[config.mk]
export PLATFORM = sky130hd
export DESIGN_NAME = dmem_port_arbiter
export DESIGN_NICKNAME = d
export VERILOG_FILES = /design/src/rtl/dmem_port_arbiter_pkg.sv /design/src/rtl/dmem_port_arbiter.sv
export SDC_FILE = /design/constraint.sdc
export NUM_CORES = 1
export LEC_CHECK = 0
export CAP_MARGIN = 20
export CORE_MARGIN = 2
export CORE_UTILIZATION = 44
export CTS_BUF_LIST = sky130_fd_sc_hd__clkbuf_8
export DETAILED_ROUTE_END_ITERATION = 10
export PLACE_DENSITY = 0.83
export REMOVE_ABC_BUFFERS = 1
export SLEW_MARGIN = 15
export SYNTH_ARGS = -nofsm -noshare
export SYNTH_HDL_FRONTEND = slang
export SYNTH_SLANG_ARGS = --single-unit
[constraint.sdc]
create_clock -name i_clk -period 5.2 [get_ports i_clk]
set_input_delay 1.04 -clock i_clk [delete_from_list [all_inputs] [get_ports i_clk]]
set_output_delay 1.04 -clock i_clk [all_outputs]
set_load 0.05 [all_outputs]
[src/rtl/dmem_port_arbiter_pkg.sv]
// Shared types for the data-memory port arbiter: bus width defaults, FSM states
// and requester IDs.
package dmem_port_arbiter_pkg;

  localparam int unsigned DMEM_ADDR_W = 10;
  localparam int unsigned DMEM_DATA_W = 32;

  typedef enum logic [1:0] {
    ARB_IDLE    = 2'd0,
    ARB_ACCESS  = 2'd1,
    ARB_CAPTURE = 2'd2,
    ARB_ACK     = 2'd3
  } arb_state_t;

  typedef enum logic {
    ARB_CPU = 1'b0,
    ARB_DBG = 1'b1
  } arb_id_t;

endpackage

[src/rtl/dmem_port_arbiter.sv]
// Shares one synchronous 1-cycle-read data-memory port between the CPU and the debugger.
// Optional DMEM_ARB_RR_EN: round-robin tie-break while the CPU runs (default: CPU priority).
module dmem_port_arbiter
  import dmem_port_arbiter_pkg::*;
#(
  parameter int unsigned ADDR_W = DMEM_ADDR_W,
  parameter int unsigned DATA_W = DMEM_DATA_W
) (
  input  logic              i_clk,
  input  logic              i_reset,
  input  logic [ADDR_W-1:0] i_cpu_address,
  input  logic [DATA_W-1:0] i_cpu_data,
  input  logic              i_cpu_read,
  input  logic              i_cpu_write,
  output logic [DATA_W-1:0] o_cpu_data,
  output logic              o_cpu_ack,
  input  logic [ADDR_W-1:0] i_dbg_address,
  input  logic [DATA_W-1:0] i_dbg_data,
  input  logic              i_dbg_read,
  input  logic              i_dbg_write,
  output logic [DATA_W-1:0] o_dbg_data,
  output logic              o_dbg_ack,
  input  logic              i_cpu_halt,
  output logic [ADDR_W-1:0] o_mem_address,
  output logic [DATA_W-1:0] o_mem_data,
  output logic              o_mem_read,
  output logic              o_mem_write,
  input  logic [DATA_W-1:0] i_mem_data
);

  arb_state_t state;
  arb_id_t    owner;
  arb_id_t    pick;
  logic       is_read;
  logic       cpu_req;
  logic       dbg_req;

  assign cpu_req = i_cpu_read | i_cpu_write;
  assign dbg_req = i_dbg_read | i_dbg_write;

`ifdef DMEM_ARB_RR_EN
  arb_id_t last_win;
`endif

  // Debugger wins when alone or while the CPU is halted; otherwise CPU unless RR says not.
  always_comb begin
    pick = ARB_CPU;
    if (dbg_req && (!cpu_req || i_cpu_halt)) pick = ARB_DBG;
`ifdef DMEM_ARB_RR_EN
    else if (dbg_req && last_win == ARB_CPU) pick = ARB_DBG;
`endif
  end

  always_ff @(posedge i_clk or posedge i_reset) begin
    if (i_reset) begin
      state         <= ARB_IDLE;
      owner         <= ARB_CPU;
      is_read       <= 1'b0;
      o_mem_address <= '0;
      o_mem_data    <= '0;
      o_mem_read    <= 1'b0;
      o_mem_write   <= 1'b0;
      o_cpu_data    <= '0;
      o_cpu_ack     <= 1'b0;
      o_dbg_data    <= '0;
      o_dbg_ack     <= 1'b0;
`ifdef DMEM_ARB_RR_EN
      last_win      <= ARB_DBG;
`endif
    end else begin
      o_cpu_ack <= 1'b0;
      o_dbg_ack <= 1'b0;
      case (state)
        ARB_IDLE: begin
          if (cpu_req || dbg_req) begin
            owner <= pick;
            state <= ARB_ACCESS;
`ifdef DMEM_ARB_RR_EN
            last_win <= pick;
`endif
            // Read+write together from one requester resolves to a write.
            if (pick == ARB_DBG) begin
              o_mem_address <= i_dbg_address;
              o_mem_data    <= i_dbg_data;
              o_mem_write   <= i_dbg_write;
              o_mem_read    <= ~i_dbg_write;
              is_read       <= ~i_dbg_write;
            end else begin
              o_mem_address <= i_cpu_address;
              o_mem_data    <= i_cpu_data;
              o_mem_write   <= i_cpu_write;
              o_mem_read    <= ~i_cpu_write;
              is_read       <= ~i_cpu_write;
            end
          end
        end
        ARB_ACCESS: begin
          o_mem_address <= '0;
          o_mem_data    <= '0;
          o_mem_read    <= 1'b0;
          o_mem_write   <= 1'b0;
          state         <= ARB_CAPTURE;
        end
        ARB_CAPTURE: begin
          if (is_read) begin
            if (owner == ARB_DBG) o_dbg_data <= i_mem_data;
            else                  o_cpu_data <= i_mem_data;
          end
          o_cpu_ack <= (owner == ARB_CPU);
          o_dbg_ack <= (owner == ARB_DBG);
          state     <= ARB_ACK;
        end
        ARB_ACK: state <= ARB_IDLE;
        default: state <= ARB_IDLE;
      endcase
    end
  end

endmodule
==> run_results.csv <==
group,metric,value,unit
global_route,grtUsageTotal,22.5,%
clock_network,cts_sinks,114,
clock_network,post_cts_buffers,0,
timing,maxSlewHeadroom,32.0,%
place,pre_cts_slack,1610,ps
synthesis,synth.top_cells.by_count,"114 x dfrtp_1, 65 x mux2_2, 47 x inv_1",
setup_path,rrSetupSlack,2210,ps
clock_network,numCtsBuffers,17,
routing,drc_errors,0,
job,max_cap_viol_count,0,
place,place_congestion,0.810,
synthesis,syn-cell-area,5380,um^2
cells_and_area,multiInputGateArea,2160,um^2
place,numPlacedInstances,773,
routing,wl_per_cell,18.3,um
routing,totalWireLength,14700,um
timing,fin_crit,3170,ps
timing,skew,11.8,ps
die,die_h,115,um
timing,tightestPinTransition,1020,ps
synthesis,syn_inst,426,
cells_and_area,n_antenna_cell,0,
clock_network,clk_pin_slew_worst_paths,70,ps
global_route,overflow,0,
synthesis,ys_warn_count,0,
die,rows,40,
synthesis,ys.flop_type,"dfrtp_1",
timing,rsz0062_at_grt,"no",
timing,fmax,316,MHz
cells_and_area,finalNonFillerCells,805,
setup_path,crit_arrival,3410,ps
synthesis,postSynthAreaPerCell,12.6,um^2
routing,ant_nets,0,
clock_network,tritoncts,"built",
die,die-area,13100,um^2
die,io_pins,233,
clock_network,cts-root-buf,"clkbuf_8",
setup_path,reg2reg_from,"state[0]",
setup_path,r2r_cells,6,
cells_and_area,syn2layout_area_growth,53.5,%
synthesis,ys_seq_elements,114,
die,start_util,45.0,%
cells_and_area,nFillCells,878,
synthesis,yosys.area.top_type_share,53.0,%
pwr,p_leak,3.29,nW
pwr,ir_drop,0.000292,V
timing,setup_viol,0,
global_route,grt_pass1_vias,4508,
setup_path,endpoint_kind,"register",
synthesis,synth_most_common_cell,"dfrtp_1",
timing,finalHoldViolCount,0,
clock_network,cts_hold_buffers,0,
clock_network,cts_buffer_depth,2,
routing,drt-pass1-iter-count,6,
cells_and_area,drive_gt1_share,24.9,%
synthesis,synth_edf_count,0,
timing,fin_ws,2030,ps
cells_and_area,fin_util,69.0,%
setup_path,worstSetupStartpoint,"i_cpu_write",
cells_and_area,fin_nets,772,
setup_path,crit_path_start_kind,"input port",
synthesis,ys_async_sr_fraction,100,%
clock_network,htree_levels,4,
timing,period_share,60.9,%
routing,avgViaCountPerCell,5.60,
global_route,grt_max_degree,79,
synthesis,post-synth-top-area-cell,"dfrtp_1",
routing,route.vias.total,4504,
setup_path,path_class,"input port to register",
clock_network,clk-insertion-delay-late,420,ps
synthesis,ys_top_cells_by_area,"dfrtp_1 53%, mux2_2 14%, nand3_2 6.9%, nand4_1 4.9%, o221ai_1 4.7%",
synthesis,ys_types,34,
cells_and_area,seq_area,2850,um^2
timing,slew_viol_final,0,
die,die_w,115,um
timing,fin_tns_setup,0,ps
die,core,12000,um^2
place,io_buffers,232,
setup_path,cp_max_fo,43,
setup_path,cp-endpoint,"o_mem_data[23]",
clock_network,cts_resized,0,
setup_path,cp.required,5440,ps
global_route,antenna_found_initial,0,
place,post-dp-hpwl,10200,um
pwr,p_per_area,712,nW/um^2
routing,drt-initial-drc-count,301,
setup_path,r2r_end,"o_mem_data[12]",
hold_path,hold_class,"register to register",
outcome,status,"completed",
global_route,grt_pass1_wl,23000,um
synthesis,seq_area_frac_synth,53.0,%
-- sequential cells by signal, indices dropped and copies added (netlist names) --
name,count
o_cpu_data,32
o_mem_write,1
o_mem_read,1
o_mem_address,10
o_mem_data,32
owner,1
state,2
o_dbg_data,32
o_cpu_ack,1
o_dbg_ack,1
is_read,1
-- metal layers --
layer  track usage, %  up-vias  part of all wire (%)
met4             6.83        0                  0.92
met3             8.05       14                   9.1
li1                 -     1999                     -
met5                0        -                     0
met1             26.6     2262                    40
met2             38.5      229                    50
-- through the flow --
step           instance area, um^2  hold slack, ps  total power [mW]
2_1_floorplan                 5170             451              3.75
3_3_place_gp                  7750             484              4.82
3_5_place_dp                  7770             492              4.90
4_1_cts                       8260             500              5.93
5_1_grt                       8260             510              6.15
6_report                      8260             505              5.88
-- critical path, cell delays in order --
cell	delay (ps)
clkdlybuf4s50_1	530
o21bai_4	180
buf_4	420
and2_2	910
o221ai_1	270
-- how the worst min path moves through the flow --
stage / to / cells after the start / from / slack (ps)
finish: o_dbg_data[25] / 1 / o_dbg_data[25] / 510
global route: o_cpu_ack / 1 / owner / 510
CTS: o_cpu_ack / 1 / owner / 500
detailed placement: o_dbg_data[22] / 1 / o_dbg_data[22] / 490
global placement: o_cpu_ack / 1 / owner / 480
floorplan: o_cpu_ack / 1 / owner / 450
-- area by class of cell --
class / instances / share of cell area, %
inverters: 47 / 2.17
repair buffers: 240 / 29.0
clock inverters: 15 / 3.06
clock buffers: 17 / 2.83
multi-input cells: 225 / 26.2
well taps: 147 / 2.23
flip-flops and latches: 114 / 34.5
-- power by group --
part | leakage, nW | switching, mW | internal, mW
registers | 1.40 | 0.213 | 1.29
logic | 1.65 | 2.15 | 1.22
clock network | 0.243 | 0.379 | 0.626
-- layout by cell type (no fill, tap or decap), types with 3 or more instances in the layout --
cell and instances:
bufinv_16 6, mux2_2 65, buf_4 7, clkinv_4 3, inv_1 47, nand4_1 42, nor2_1 3, o221ai_2 13
inv_6 4, ha_1 4, clkdlybuf4s50_1 232, dfrtp_1 114, clkbuf_8 17, nand3_2 37, nand4b_2 3, o221ai_1 29
nor2b_1 6
-- logic make-up (layout without fill, tap and decap cells) --
group           Yosys count  after routing  synth area share, %
compound gates           50             50                 9.60
mux                      67             67                 14.0
flops                   114            114                 53.0
fa+ha+maj                 4              4                0.930
buf+inv                  87            319                 7.28
simple gates            104            104                 15.2
Power figures use the tool's default switching activity.
